**config.mk**
```make
export PLATFORM = sky130hd
export DESIGN_NAME = uart_rx_param
export DESIGN_NICKNAME = d
export VERILOG_FILES = /design/src/rtl/uart_rx_param.sv
export SDC_FILE = /design/constraint.sdc
export NUM_CORES = 1
export LEC_CHECK = 0
export BUFFER_PORTS_ARGS = -buffer_cell sky130_fd_sc_hd__buf_4
export CORE_UTILIZATION = 60
export CTS_BUF_LIST = sky130_fd_sc_hd__clkbuf_2
export DETAILED_ROUTE_END_ITERATION = 16
export HOLD_SLACK_MARGIN = 0.12
export PLACE_DENSITY = 0.91
export SYNTH_ARGS = -nofsm -noshare
export SYNTH_HDL_FRONTEND = slang
export SYNTH_SLANG_ARGS = --single-unit
```
**constraint.sdc**
```tcl
create_clock -name clk_i -period 2.6 [get_ports clk_i]
set_input_delay 0.26 -clock clk_i [delete_from_list [all_inputs] [get_ports clk_i]]
set_output_delay 0.26 -clock clk_i [all_outputs]
set_load 0.02 [all_outputs]
```
**src/rtl/uart_rx_param.sv**
```systemverilog
// -----------------------------------------------------------------------------
// uart_rx_param
//
// Parameterised UART receiver with a one-word holding register and a
// valid/ready output port.
//
// Parameters
//   DATA_W        data bits per frame (5..9)
//   CLKS_PER_BIT  clk_i cycles per serial bit (>= 4)
//   PARITY        0 none, 1 even, 2 odd
//   STOP_BITS     1 or 2
//
// Ports
//   clk_i         clock, all logic on the rising edge
//   rst_ni        asynchronous active-low reset
//   rxd_i         asynchronous serial input, idle high
//   m_data_o      received word, LSB is the first data bit on the line
//   m_valid_o     m_data_o holds a word not yet taken by the consumer
//   m_ready_i     consumer ready
//   parity_err_o  one-cycle pulse: parity mismatch, word discarded
//   frame_err_o   one-cycle pulse: a stop bit sampled low, word discarded
//   overrun_o     one-cycle pulse: good word dropped, holding register full
//   busy_o        receiver is in any state other than IDLE
//   state_o       debug view of the receiver state (state_t encoding)
//
// Output handshake: a word is transferred in every cycle where
// m_valid_o & m_ready_i are both high at the rising edge. Once m_valid_o is
// high, m_data_o and m_valid_o stay unchanged until that transfer happens;
// a newly received word can replace the held one only in the transfer cycle.
// Reception never waits for m_ready_i; a word that finds the register still
// occupied is dropped and reported on overrun_o.
// -----------------------------------------------------------------------------
module uart_rx_param #(
    parameter int DATA_W       = 8,
    parameter int CLKS_PER_BIT = 104,
    parameter int PARITY       = 0,
    parameter int STOP_BITS    = 1
) (
    input  logic              clk_i,
    input  logic              rst_ni,
    input  logic              rxd_i,
    output logic [DATA_W-1:0] m_data_o,
    output logic              m_valid_o,
    input  logic              m_ready_i,
    output logic              parity_err_o,
    output logic              frame_err_o,
    output logic              overrun_o,
    output logic              busy_o,
    output logic [2:0]        state_o
);

    typedef enum logic [2:0] {
        S_IDLE      = 3'd0,
        S_START     = 3'd1,
        S_DATA      = 3'd2,
        S_PARITY    = 3'd3,
        S_STOP      = 3'd4,
        S_WAIT_HIGH = 3'd5
    } state_t;

    localparam int CNT_W = (CLKS_PER_BIT > 2) ? $clog2(CLKS_PER_BIT) : 1;
    localparam int BIT_W = $clog2(DATA_W);

    // The start bit is checked half a bit after the falling edge is seen;
    // every later sample is a full bit period after the previous one.
    localparam logic [CNT_W-1:0] HALF_M1  = CNT_W'(CLKS_PER_BIT / 2 - 1);
    localparam logic [CNT_W-1:0] BIT_M1   = CNT_W'(CLKS_PER_BIT - 1);
    localparam logic [BIT_W-1:0] BIT_LAST = BIT_W'(DATA_W - 1);

    state_t             state;
    logic [1:0]         sync_q;
    logic [CNT_W-1:0]   cnt;
    logic [BIT_W-1:0]   bit_idx;
    logic               stop_idx;
    logic [DATA_W-1:0]  shreg;
    logic               par_bad;
    logic               frame_bad;
    logic               armed;

    logic               rx;
    logic               sample;
    logic               last_stop;
    logic               par_mismatch;

    assign rx     = sync_q[1];
    assign sample = (cnt == '0);

    always_comb begin
        last_stop = 1'b1;
        if (STOP_BITS == 2) begin
            last_stop = stop_idx;
        end
    end

    // XOR of all data bits and the received parity bit: 0 for a correct
    // even-parity frame, 1 for a correct odd-parity frame.
    always_comb begin
        par_mismatch = (^shreg) ^ rx;
        if (PARITY == 2) begin
            par_mismatch = ~((^shreg) ^ rx);
        end
    end

    assign busy_o  = (state != S_IDLE);
    assign state_o = state;

    // Two-flop synchronizer; it resets to the idle level so reset release
    // never looks like a start bit by itself.
    always_ff @(posedge clk_i or negedge rst_ni) begin
        if (!rst_ni) begin
            sync_q <= 2'b11;
        end else begin
            sync_q <= {sync_q[0], rxd_i};
        end
    end

    always_ff @(posedge clk_i or negedge rst_ni) begin
        if (!rst_ni) begin
            state        <= S_IDLE;
            cnt          <= '0;
            bit_idx      <= '0;
            stop_idx     <= 1'b0;
            shreg        <= '0;
            par_bad      <= 1'b0;
            frame_bad    <= 1'b0;
            armed        <= 1'b0;
            m_data_o     <= '0;
            m_valid_o    <= 1'b0;
            parity_err_o <= 1'b0;
            frame_err_o  <= 1'b0;
            overrun_o    <= 1'b0;
        end else begin
            parity_err_o <= 1'b0;
            frame_err_o  <= 1'b0;
            overrun_o    <= 1'b0;

            // Transfer without a simultaneous delivery empties the register;
            // a delivery below in the same cycle overrides this.
            if (m_valid_o && m_ready_i) begin
                m_valid_o <= 1'b0;
            end

            case (state)
                S_IDLE: begin
                    // armed is cleared by reset and set once the line has
                    // been seen high, so a line that is still low from a
                    // frame cut off by reset cannot start a bogus frame.
                    if (rx) begin
                        armed <= 1'b1;
                    end else if (armed) begin
                        state <= S_START;
                        cnt   <= HALF_M1;
                    end
                end

                S_START: begin
                    if (sample) begin
                        if (rx) begin
                            // Low pulse shorter than half a bit: ignore it.
                            state <= S_IDLE;
                        end else begin
                            state   <= S_DATA;
                            cnt     <= BIT_M1;
                            bit_idx <= '0;
                        end
                    end else begin
                        cnt <= cnt - 1'b1;
                    end
                end

                S_DATA: begin
                    if (sample) begin
                        // Shift in at the top so the first bit ends up in
                        // bit 0 after DATA_W samples.
                        shreg <= {rx, shreg[DATA_W-1:1]};
                        cnt   <= BIT_M1;
                        if (bit_idx == BIT_LAST) begin
                            stop_idx  <= 1'b0;
                            par_bad   <= 1'b0;
                            frame_bad <= 1'b0;
                            if (PARITY != 0) begin
                                state <= S_PARITY;
                            end else begin
                                state <= S_STOP;
                            end
                        end else begin
                            bit_idx <= bit_idx + 1'b1;
                        end
                    end else begin
                        cnt <= cnt - 1'b1;
                    end
                end

                S_PARITY: begin
                    if (sample) begin
                        par_bad <= par_mismatch;
                        state   <= S_STOP;
                        cnt     <= BIT_M1;
                    end else begin
                        cnt <= cnt - 1'b1;
                    end
                end

                S_STOP: begin
                    if (sample) begin
                        cnt <= BIT_M1;
                        if (!last_stop) begin
                            stop_idx  <= 1'b1;
                            frame_bad <= frame_bad | ~rx;
                        end else if (frame_bad || !rx) begin
                            // A low stop bit may be the start of a break;
                            // wait for the line to return high first.
                            frame_err_o <= 1'b1;
                            state       <= S_WAIT_HIGH;
                        end else if (par_bad) begin
                            parity_err_o <= 1'b1;
                            state        <= S_IDLE;
                        end else begin
                            state <= S_IDLE;
                            if (!m_valid_o || m_ready_i) begin
                                m_data_o  <= shreg;
                                m_valid_o <= 1'b1;
                            end else begin
                                overrun_o <= 1'b1;
                            end
                        end
                    end else begin
                        cnt <= cnt - 1'b1;
                    end
                end

                S_WAIT_HIGH: begin
                    if (rx) begin
                        state <= S_IDLE;
                    end
                end

                default: begin
                    state <= S_IDLE;
                end
            endcase
        end
    end

endmodule

```
---- Yosys cells after proc, flatten, opt, wreduce, memory -nomap -nowiden ----
Cells that the tools add are included.
operators by class
  mux-type cells .......................... 44
  reductions and logical operators ........ 18
  eq/ne operators ......................... 17
  bitwise gates (word level) .............. 2
  $add $sub $neg .......................... 2
operator list
  operator               count
  $mux W3                13
  $mux W7                5
  $mux W1                21
  $pmux W7 S3            1
  $ne A2 B2 Y1 const B   10
  $pmux W3 S6            1
  $reduce_and A5 Y1      2
  $eq A3 B3 Y1 const B   3
  $reduce_and A4 Y1      2
  $reduce_and A8 Y1      1
  $reduce_xor A8 Y1      1
  $logic_not A7 Y1       1
  $sub A7 B1 Y7 const B  1
  $eq A3 B2 Y1 const B   2
  $pmux W3 S2            1
  $reduce_bool A3 Y1     2
  $reduce_and A2 Y1      2
  $reduce_bool A2 Y1     2
  $add A3 B1 Y3 const B  1
  $eq A3 B1 Y1 const B   1
  $logic_not A3 Y1       1
  $ne A3 B3 Y1 const B   1
  $reduce_or A3 Y1       1
  $mux W2                1
  other kinds (6)        6
storage, ports and cells
  register bits after elaboration ......... 37
  bits of input ports ..................... 4
  word-level logic and storage cells ...... 95
  output and inout port bits .............. 16

---- Depth between registers and ports, before layout ----
Gate-level depths: netlist (run 1).
  depth in word-level cells ............... 7
  mapped depth ............................ 7
  gate-level depth less buffers ........... 6

---- Worst setup path after synthesis (run 1) ----
Ideal clock, no wire load.
  path type ............................... reg2reg
  start point ............................. reg cnt[0]
  end point ............................... reg m_data_o[0]
  arrival ................................. 1.829 ns
  required time ........................... 2.475 ns
  library setup time ...................... 0.125 ns
  stages on the path, launching flop included .. 7
  slack ................................... 0.647 ns
  path buffers ............................ 0
  cells stage by stage .................... dfrtp_1 -> inv_1 -> ha_1 -> nor3b_2 -> nand4_2 -> nor3b_4 -> mux2_2
on the way
  cells in the longest elaborated chain, start to end .. 2
RTL lines
  what                                RTL line  RTL
  start: declaration                  72        logic [CNT_W-1:0] cnt;
  start signal: assignment            167       cnt <= cnt - 1'b1;
  start signal: assignment            190       cnt <= cnt - 1'b1;
  start signal: assignment            200       cnt <= cnt - 1'b1;
  $logic_not A7 Y1                    86        assign sample = (cnt == '0);
  $reduce_and A5 Y1 (no source line)  n/a
  end signal: assignment              221       m_data_o <= shreg;
  end: declaration                    42        output logic [DATA_W-1:0] m_data_o,
Every way passes these cells.
A chain may end at the register's enable or synchronous reset.

---- Worst setup path in the final report (run 1) ----
  start point ............................. reg cnt[0]
  end point ............................... reg m_data_o[6]
The elaborated chain is that of the path after synthesis.

==> flow_summary.toml, run 1 <==
[run_status]
status = "complete, but fails checks"
violations = "design-rule violations"

[worst_setup_path]
required_ns = 2.89
regToRegSetupSlack_ns = 0.34
worstReg2RegStart = "cnt[0]"
critPathMaxFanout = 8
crit_path_end_kind = "register"
setup.worst_path.start_class = "register"
worst-r2r-cell-count = 6
r2r_end = "m_data_o[6]"
cp.arrival_ns = 2.55
path_class = "reg2reg"

[grt]
grt-ovfl-total = 0
grt_first_pass_wirelength_mm = 5.927
grtUsageTotal_pct = 25.04
first_global_vias = 1274
grt_max_degree = 38
antenna_found_initial = 0

[clock_tree]
cts_root_buffer = "clkbuf_2"
cts_tree = "yes"
htreeDepth = 2
clkLatencyLatePin_ns = 0.39
post_cts_buffers = 0
clk_pin_slew_ns = 0.17
cts.repair.resized = 0
cts_buffers = 5
clock_sinks = 37
clk_path_buf_depth = 2
postCtsHoldBufs = 2

[timing]
fin_skew_ns = 0.01306
grt_setup_unrepaired = "false"
fin_crit_sh_pct = 86.76
slew_violations = 0
hold_viol = 0
max-slew-margin-rel_pct = 65.34
tightest_slew_ns = 0.5184
fmax_mhz = 443.3
hold_slack_ns = 0.1438
setup_tns_ns = 0
period_needed_ns = 2.256
setup_viol = 0
final.setup.worst_slack_ns = 0.3442

[hold_path]
holdPathEnd = "overrun_o"
whs_path_depth = 3
hold_path.class = "in2reg"
min-delay-start = "m_ready_i"

[synthesis]
syn-num-nets = 163
syn-cell-area_um2 = 1800
synthCells = 155
synthTopCellsByCount = "35 x dfrtp_1, 19 x mux2_2, 12 x nand2_1"
yosysUniqueCellTypes = 41
yosysTopAreaCell = "dfrtp_1"
yosysMostFrequentCell = "dfrtp_1"
ys_ff_latch = 37
synth-edff-count = 0
yosysWarnings = 0
synthArstFlopShare_pct = 100.0
ys.flop_type = "dfrtp_1"
syn_avg_cell_area_um2 = 11.62
synth_seq_area_share_pct = 51.56
synth_top_area_share_pct = 48.64
synth_area_leaders = "dfrtp_1 49%, mux2_2 12%, dfstp_2 2.9%, ha_1 2.8%, nand2_1 2.5%"

[placed_design]
gp_congestion = 0.8857
dpl.hpwl_mm = 2.453
place_area_um2 = 1961
place_worst_setup_slack_ns = 0.3787
portBuffers = 19
dp_cells = 200

[detailed_routing]
drc = 2
first_pass_iters = 10
vias_per_cell = 6.333
wl_per_cell_um = 17.13
drt_first_iter_violations = 63
finalWirelength_mm = 3.597
antenna_left = 0
via_count = 1330

[finish]
area_delta_synth_final_pct = 13.55
layout.nets = 186
stdcell_area_um2 = 2044
layout-drive-gt1-share_pct = 30.17
final_core_util_pct = 72.88
finalNonFillerCells = 210
diodes = 0

[floorplan]
rows = 19
coreArea_um2 = 2805
top_level_ports = 20
die_h_um = 56.78
start_util_pct = 64.18
die-area_um2 = 3224
die_w_um = 56.78

[power_and_ir_drop]
pwr_density_cell_nw_per_um2 = 822.8
p_leak_nw = 1.027
total_power_mw = 1.682
ir_drop_mv = 0.5611

[job]
cap_violations = 0
## cells by family (layout without fill, tap and decap cells)
logic type,Yosys count,count (layout),share of synthesized area (%)
simple gates,39,39,11.95
buf+inv,15,39,3.475
xor+xnor,7,7,4.169
mux,21,21,13.00
compound gates,32,32,13.06
fa+ha+maj,4,4,2.780
flops,37,37,51.56
## state kept, by name, summed over array words and instances (netlist names)
name and count:
m_data_o 8, frame_err_o 1, m_valid_o 1, armed 1
overrun_o 1, par_bad 1, bit_idx 3, state_o 3
parity_err_o 1, shreg 8, sync_q 2, cnt 7
## cells in the final DEF, fill, tap and decap left out, types with 2 or more instances in the layout
cell,netlist,final
dfrtp_1,35,35
o22ai_1,2,2
nand2b_1,4,4
xor2_1,2,2
o21a_1,2,2
dlygate4sd3_1,0,2
xnor2_1,4,4
dfstp_2,2,2
mux2_2,19,19
mux2i_1,2,2
buf_4,1,20
nor2_1,8,8
o21ai_0,4,4
ha_1,4,4
clkbuf_2,0,6
inv_1,9,9
a22o_1,2,2
o2bb2ai_1,2,2
nor3_1,6,6
nor3b_1,2,2
nand2_1,12,12
o31ai_1,2,2
a21oi_1,7,7
a211o_1,2,2
## layer usage
layer	vias up	GRT usage [%]	routed length, µm
met2	65	40.99	1779
met1	652	30.56	1490
met3	15	7.143	218
met4	0	11.85	109
met5	-	0	0
li1	598	-	-
## area by class of cell
cell class              instances  area, µm²
inverters                       9      33.78
clock inverters                 2      33.78
clock buffers                   6      30.03
fillers                       188      760.7
multi-input cells             103      809.5
well taps                      31      38.79
repair buffers                 22      170.2
flip-flops and latches         37      928.4
## worst max-delay path, cell delays in order (launching register included)
cell     delay, ns
dfrtp_1       0.45
inv_1         0.10
ha_1          0.14
nor3b_2       0.41
nand4_2       0.22
nor3b_4       0.46
mux2_2        0.38
## worst max-delay path by stage
stage | startpoint | depth (start not counted) | endpoint | slack (ns)
6_report | cnt[0] | 6 | m_data_o[6] | 0.34
4_1_cts | cnt[0] | 6 | m_data_o[0] | 0.35
5_1_grt | cnt[0] | 6 | m_data_o[0] | 0.18
2_1_floorplan | cnt[0] | 6 | m_data_o[0] | 0.65
3_5_place_dp | cnt[0] | 6 | m_data_o[0] | 0.38
3_3_place_gp | cnt[0] | 6 | m_data_o[3] | 0.49
## where the power goes
part / leakage, nW / switching (mW) / internal (mW)
logic: 0.501 / 0.354 / 0.240
registers: 0.485 / 0.102 / 0.636
clock network: 0.0406 / 0.186 / 0.164
total: 1.03 / 0.643 / 1.04
Note: power is estimated with default switching activity, not from simulation.
==> run 2: changes to the inputs <==
--- a/config.mk
+++ b/config.mk
@@ -6,7 +6,10 @@
 export NUM_CORES = 1
 export LEC_CHECK = 0
 export BUFFER_PORTS_ARGS = -buffer_cell sky130_fd_sc_hd__buf_4
-export CORE_UTILIZATION = 60
+export CELL_PAD_IN_SITES_DETAIL_PLACEMENT = 1
+export CELL_PAD_IN_SITES_GLOBAL_PLACEMENT = 2
+export CORE_ASPECT_RATIO = 0.9
+export CORE_UTILIZATION = 40
 export CTS_BUF_LIST = sky130_fd_sc_hd__clkbuf_2
 export DETAILED_ROUTE_END_ITERATION = 16
 export HOLD_SLACK_MARGIN = 0.12
==> constraint.sdc (replaced) <==
create_clock -name clk_i -period 2.3 [get_ports clk_i]
set_input_delay 0.23 -clock clk_i [delete_from_list [all_inputs] [get_ports clk_i]]
set_output_delay 0.23 -clock clk_i [all_outputs]
set_load 0.02 [all_outputs]
==> flow_summary.toml, run 2 (same netlist as run 1, synthesis figures left out) <==
[power_and_ir_drop]
power.switching_mw = 0.7558
total_power_mw = 1.935
ir_drop_mv = 0.4645
swShare_pct = 39.05
pwr-share-seq_pct = 42.4
pwr_density_cell_nw_per_um2 = 911.5
p_leak_nw = 1.046
combinationalPowerShare_pct = 35.8
clkPwrFrac_pct = 21.8
p_int_mw = 1.180

[grt]
first_global_vias = 1345
grt_first_pass_wirelength_mm = 6.630
antenna_found_initial = 0
grtUsageTotal_pct = 18.75
grt-ovfl-total = 0
grt_max_degree = 38

[detailed_routing]
finalWirelength_mm = 3.912
antenna_left = 0
drc = 0
via_count = 1287
wl_per_cell_um = 16.03
vias_per_cell = 5.275
first_pass_iters = 4
drt_first_iter_violations = 47

[timing]
fmax_mhz = 464.4
period_needed_ns = 2.154
grt_setup_unrepaired = "false"
hold_slack_ns = 0.2698
tightest_slew_ns = 0.4846
max-slew-margin-rel_pct = 67.69
fin_skew_ns = 0.02544
final.setup.worst_slack_ns = 0.1465
hold_viol = 0
fin_crit_sh_pct = 93.63
setup_tns_ns = 0
setup_viol = 0
slew_violations = 0

[finish]
reg.largest.list = "m_data_o x8, shreg x8, cnt x7"
layout_common_cells = "35 x dfrtp_1, 24 x buf_4, 19 x mux2_2, 12 x nand2_1, 9 x inv_1"
diodes = 0
mostFrequentLayoutCell = "dfrtp_1"
layout.nets = 191
layout-drive-gt1-share_pct = 31.52
final_core_util_pct = 50.75
area_delta_synth_final_pct = 17.93

[placed_design]
portBuffers = 19
dpl.hpwl_mm = 2.734
gp_congestion = 0.8285
place_worst_setup_slack_ns = 0.1709

[clock_tree]
clk_path_buf_depth = 2
cts_tree = "yes"
clkLatencyLatePin_ns = 0.43
htreeDepth = 2
post_cts_buffers = 0
clock_sinks = 37
cts_root_buffer = "clkbuf_2"
clk_pin_slew_ns = 0.22
cts_buffers = 5

[floorplan]
start_util_pct = 43.03
die-area_um2 = 4774
die_w_um = 72.72
top_level_ports = 20
coreArea_um2 = 4184
die_h_um = 65.65
rows = 22

[worst_setup_path]
setup.worst_path.start_class = "register"
critPathMaxFanout = 8
cp.arrival_ns = 2.47
path_class = "reg2reg"
required_ns = 2.62
crit_path_end_kind = "register"

[hold_path]
hold_path.class = "in2async"

[run_status]
status = "finished clean"

[job]
cap_violations = 0
[run 2: layout make-up]
cell class              instances  area, µm²
flip-flops and latches         37      928.4
clock buffers                   5      25.02
repair buffers                 27      210.2
fillers                       471       2061
clock inverters                 3      41.29
well taps                      60      75.07
multi-input cells             103      809.5
inverters                       9      33.78
[run 2: through the flow]
step | instance area [µm²] | instances
6_report | 2123 | 244
3_5_place_dp | 2027 | 233
3_3_place_gp | 2027 | 233
5_1_grt | 2123 | 244
2_1_floorplan | 1800 | 155
4_1_cts | 2123 | 244
[run 2: worst max-delay path, stage by stage (launching register included)]
cell	delay, ns
dfrtp_1	0.46
inv_1	0.12
ha_1	0.14
nor3b_2	0.32
nand4_2	0.20
nor3b_4	0.43
mux2_2	0.39
[run 2: timing repair]
item / CTS / global route
resized for setup: 0 / 0
endpoints found under the hold margin: 40 / 0
hold buffers: 3 / 0
[run 2: final timing paths]
path / startpoint / endpoint / slack (ns) / cells after the start
worst max-delay path: cnt[0] / m_data_o[7] / 0.15 / 6
worst min-delay path: rst_ni / m_data_o[6] / 0.27 / 2
worst max register to register: cnt[0] / m_data_o[7] / 0.15 / 6
worst min register to register: sync_q[0] / sync_q[1] / 0.37 / 0
max in group asynchronous: rst_ni / sync_q[1] / 1.64 / 2
min in group clk_i: sync_q[0] / sync_q[1] / 0.37 / 0
[run 2: routing by layer]
layer | GRT usage, % | vias up | routed length [µm]
met1 | 25.17 | 645 | 1871
met5 | 0 | - | 0
li1 | - | 609 | -
met4 | 10.05 | 0 | 68
met3 | 4.141 | 7 | 118
met2 | 28.15 | 26 | 1853
[run 2: power by group through the flow]
stage | clock (mW) | sequential (mW) | combinational, mW
floorplan | 0 | 0.803 | 0.511
global placement | 0 | 0.827 | 0.655
detailed placement | 0 | 0.833 | 0.678
CTS | 0.432 | 0.822 | 0.693
global route | 0.455 | 0.834 | 0.763
finish | 0.422 | 0.821 | 0.693
